==> config.mk <==
export PLATFORM = sky130hd
export DESIGN_NAME = booth_mul_seq
export DESIGN_NICKNAME = d
export VERILOG_FILES = /design/src/rtl/booth_mul_seq.sv
export SDC_FILE = /design/constraint.sdc
export NUM_CORES = 1
export LEC_CHECK = 0
export ABC_AREA = 1
export CAP_MARGIN = 20
export CORE_ASPECT_RATIO = 1.4
export CORE_MARGIN = 5
export CORE_UTILIZATION = 50
export DETAILED_ROUTE_END_ITERATION = 6
export PLACE_DENSITY = 0.69
export RECOVER_POWER = 50
export SETUP_SLACK_MARGIN = 0.3
export SLEW_MARGIN = 20
export SYNTH_ARGS = -nofsm -noshare
export SYNTH_HDL_FRONTEND = slang
export SYNTH_SLANG_ARGS = --single-unit
==> constraint.sdc <==
create_clock -name clk -period 5 [get_ports clk]
set_input_delay 0.5 -clock clk [delete_from_list [all_inputs] [get_ports clk]]
set_output_delay 0.5 -clock clk [all_outputs]
set_load 0.02 [all_outputs]
==> src/rtl/booth_mul_seq.sv <==
// booth_mul_seq: multi-cycle radix-4 Booth multiplier, one digit per clock, result to hi/lo
module booth_mul_seq #(
  parameter int WIDTH = 32
) (
  input  logic             clk,
  input  logic             clr,
  input  logic             start,
  input  logic             signed_op,
  input  logic [WIDTH-1:0] a,
  input  logic [WIDTH-1:0] b,
  output logic             busy,
  output logic             done,
  output logic [WIDTH-1:0] hi,
  output logic [WIDTH-1:0] lo
);
  localparam int PW = 2*WIDTH + 2;
  localparam int IW = $clog2(WIDTH/2 + 2);
  typedef enum logic {IDLE, RUN} state_t;
  state_t state, state_next;
  logic [IW-1:0] iter;
  logic [WIDTH+2:0] mr;
  logic [WIDTH+1:0] md;
  logic [PW-1:0] acc, md_ext, mag, pp, acc_next;
  logic [2:0] trip;
  logic sgn, last;
  // Booth recode of the current digit and the running sum it produces
  always_comb begin
    trip = mr[2:0];
    md_ext = {{WIDTH{md[WIDTH+1]}}, md};
    mag = (trip == 3'b011 || trip == 3'b100) ? md_ext << 1 :
          (trip == 3'b000 || trip == 3'b111) ? '0 : md_ext;
    pp = trip[2] ? -mag : mag;
    acc_next = acc + (pp << {iter, 1'b0});
    last = iter == (sgn ? IW'(WIDTH/2 - 1) : IW'(WIDTH/2));
    busy = state == RUN;
  end
  // next-state: accept start in IDLE, leave RUN after the last digit
  always_comb begin
    state_next = state;
    if (state == IDLE && start) state_next = RUN;
    if (state == RUN && last) state_next = IDLE;
  end
  // state register
  always_ff @(posedge clk)
    state <= clr ? IDLE : state_next;
  // operand capture, digit accumulation and result load
  always_ff @(posedge clk) begin
    if (clr) begin
      iter <= '0;
      mr <= '0;
      md <= '0;
      acc <= '0;
      sgn <= 1'b0;
      done <= 1'b0;
      hi <= '0;
      lo <= '0;
    end else begin
      done <= state == RUN && last;
      if (state == IDLE && start) begin
        md <= signed_op ? {{2{b[WIDTH-1]}}, b} : {2'b00, b};
        mr <= {(signed_op ? {{2{a[WIDTH-1]}}, a} : {2'b00, a}), 1'b0};
        sgn <= signed_op;
        acc <= '0;
        iter <= '0;
      end else if (state == RUN) begin
        acc <= acc_next;
        iter <= iter + 1'b1;
        mr <= {{2{mr[WIDTH+2]}}, mr[WIDTH+2:2]};
        if (last) begin
          hi <= acc_next[2*WIDTH-1:WIDTH];
          lo <= acc_next[WIDTH-1:0];
        end
      end
    end
  end
endmodule
==> qor.csv <==
stage,metric,value,unit
outcome,outcome,"finished, violations left",
outcome,failing checks,negative setup slack,
setup_path,Critical Path Start Type,register,
finish,n_diodes,0,
power_and_ir_drop,Psw,1.915,mW
setup_path,crit-path leading delay family,simple AND/OR/NAND/NOR gates,
clock_tree,Worst-path clk slew,0.06,ns
floorplanning,Starting Density,0.5037,
setup_path,critical path arrival,5.84,ns
power_and_ir_drop,Clock power frac,0.308,
sta,Final WS setup,-0.3307,ns
sta,final setup fails,49,
job,Max Cap Viol,0,
clock_tree,clk sink count,204,
power_and_ir_drop,Pwr Density,224.2,nW/um^2
synthesis,syn_nets,2602,
sta,unrepaired setup endpoints after global routing,true,
setup_path,kind of critical path,reg2reg,
setup_path,Max stage delay on crit path,0.39,ns
setup_path,CP max stage cell,dfxtp_4,
global_route,largest net degree at the start of global routing,89,
setup_path,CP Capture Type,register,
synthesis,share of flip-flops with an asynchronous set or reset,0,
global_route,antenna violations before repair,0,
synthesis,"top cells by area, synth","dfxtp_1, nand2_1, inv_1",
finish,"commonest non-fill, non-tap cell in the layout",nand2_1,
synthesis,average size of a mapped cell,6.272,sq um
floorplanning,Die Wd,158.7,microns
synthesis,Synth Warn #,0,
finish,layout cells sized above 1,0.3654,
placed_design,gpl congestion,0.9901,
placed_design,Port Buf Inserts,133,
sta,setup TNS,-5.705,ns
floorplanning,die span in y,218.1,microns
synthesis,leading area contributor after synthesis,dfxtp_1,
sta,skew final,0.02200,ns
power_and_ir_drop,power share of the sequential group,0.325,
placed_design,Placed Instances,3327,
sta,Slew @ Worst Pin,1.130,ns
floorplanning,cell row count,76,
clock_tree,# hold bufs at CTS,0,
sta,Final Cycle Share,1.066,
route,routed wire length,61480,microns
global_route,GRT Total Usage,0.3398,
worst_hold_path,HP Class,reg2reg,
clock_tree,Num CTS Buffers,23,
synthesis,synthesized area,15470,sq um
clock_tree,Skew-Pair Late Insertion Delay,0.56,ns
setup_path,critical path required time,5.51,ns
global_route,grt ovf,0,
floorplanning,I/O pin cnt,134,
setup_path,"Max FO, Critical Path",5,
sta,post-layout min period,5.331,ns
finish,fin cells,3466,
clock_tree,Max H-tree Level,1,
sta,worst relative slew slack,0.2461,
synthesis,"Distinct cells, synth",56,
power_and_ir_drop,combinational power share,0.367,
synthesis,Post-Syn Instances,2467,
power_and_ir_drop,Leakage,11.54,nW
sta,final-report max-slew violation count,0,
power_and_ir_drop,Worst VDD drop,254.4,uV
sta,Final Hold Fails,0,
finish,area grow syn2layout,56.06,%
clock_tree,clock tree buffer depth,3,
route,WL/cell,17.74,microns
global_route,first-pass GRT wire length,94660,microns
power_and_ir_drop,P_int,3.498,mW
synthesis,register area share after synthesis,0.2639,
synthesis,Synth Register Bits,204,
route,post-route ant nets,0,
route,DRC Markers,0,
sta,fmax,187.6,MHz
finish,final core utilization,0.7861,
setup_path,Buf/Inv on CP,6,
route,DR pass1 iterations,5,
global_route,vias in the first global route,18790,
floorplanning,Core ar.,30710,sq um
finish,# nets final,3195,
route,DR vias,18990,
placed_design,hpwl dp,45650,microns
route,initial DRC count,1140,
finish,"commonest cells after routing, fill and taps aside","nand2_1, buf_4, inv_1, dfxtp_1, nor2_1",
power_and_ir_drop,Switching Fraction,0.3538,
floorplanning,DIE AREA,34610,sq um
clock_tree,CTS tree,yes,
synthesis,number of enable flip-flop cells after synthesis,0,
clock_tree,clk root buf,clkbuf_16,
synthesis,main flop type after synthesis,dfxtp_1,
synthesis,Yosys top cell area share,0.2639,
route,via density per instance,5.477,
## Yosys cell counts, types with 12 or more instances
cell type	count
nand2_1	628
inv_1	292
nor2_1	227
dfxtp_1	204
nand3_1	181
a21oi_1	157
o21ai_0	147
clkbuf_1	66
ha_1	66
o211ai_1	51
o21ai_1	35
xor2_1	33
a31o_2	32
a31oi_1	32
buf_2	26
nand2_2	24
nand3_2	24
xnor2_1	24
a21o_1	22
a211oi_1	17
or2_2	16
buf_1	13
nor2_2	13
nor3_1	13
inv_2	12
## through the flow
step	hold slack (ns)	power [mW]	cell area, sq um	setup WS (ns)
final	0.4502	5.413	24150	-0.3307
after global routing	0.4726	5.666	24150	-0.6087
after CTS	0.4533	5.279	23330	-0.1207
after detailed placement	0.4384	3.353	20260	-1.063
after global placement	0.4316	3.326	20260	-1.003
after floorplan	0.4286	2.620	15470	0.3428
## area by class of cell
type	count	area [sq um]
clock inverter	9	81.33
sequential	204	4098
timing repair buffer	679	5682
tap	390	488.0
fill	2266	6569
inverter	308	1166
clock buffer	32	639.4
multi-input combinational	1844	11990
## cell families after synthesis
family | share of synthesized area
AND/OR/NAND/NOR | 0.3276
XOR/XNOR | 0.03227
flip-flops | 0.2639
multiplexers | 0.001294
buffers and inverters | 0.1067
AO/OA/AOI/OAI | 0.2136
adder cells (fa/ha/maj) | 0.05467
## sequential cells by signal, indices dropped and copies added, names as in the netlist
register,flops
acc,64
busy,1
done,1
hi,32
iter,5
lo,32
md,33
mr,35
sgn,1
## timing repair
item                                    CTS  global route
endpoints found under the setup margin   92           103
buffers inserted                         77            16
gates resized for setup                 463           143
pin swaps                               126            83
hold endpoints to repair                  0             0
gates cloned                              3             2
## worst paths after layout
kind | cells past startpoint | start | slack [ns] | endpoint
hold / removal | 1 | hi[18] | 0.45 | hi[18]
hold reg to reg | 1 | hi[18] | 0.45 | hi[18]
setup / recovery | 38 | mr[1] | -0.33 | acc[51]
setup reg to reg | 38 | mr[1] | -0.33 | acc[51]
## power by group through the flow
stage / combinational, mW / sequential, mW / clock [mW]
finish: 1.99 / 1.76 / 1.67
global route: 2.14 / 1.77 / 1.76
CTS: 1.84 / 1.75 / 1.69
detailed placement: 1.57 / 1.79 / 0
global placement: 1.54 / 1.78 / 0
floorplan: 0.859 / 1.76 / 0
## metal layers
metal | vias up | track usage | part of all wire
met1 | 8872 | 0.3588 | 0.37
met5 | - | 0 | 0
met3 | 219 | 0.03704 | 0.043
met2 | 556 | 0.6077 | 0.50
li1 | 9338 | - | -
met4 | 0 | 0.2543 | 0.090
Power figures use the tool's default switching activity.
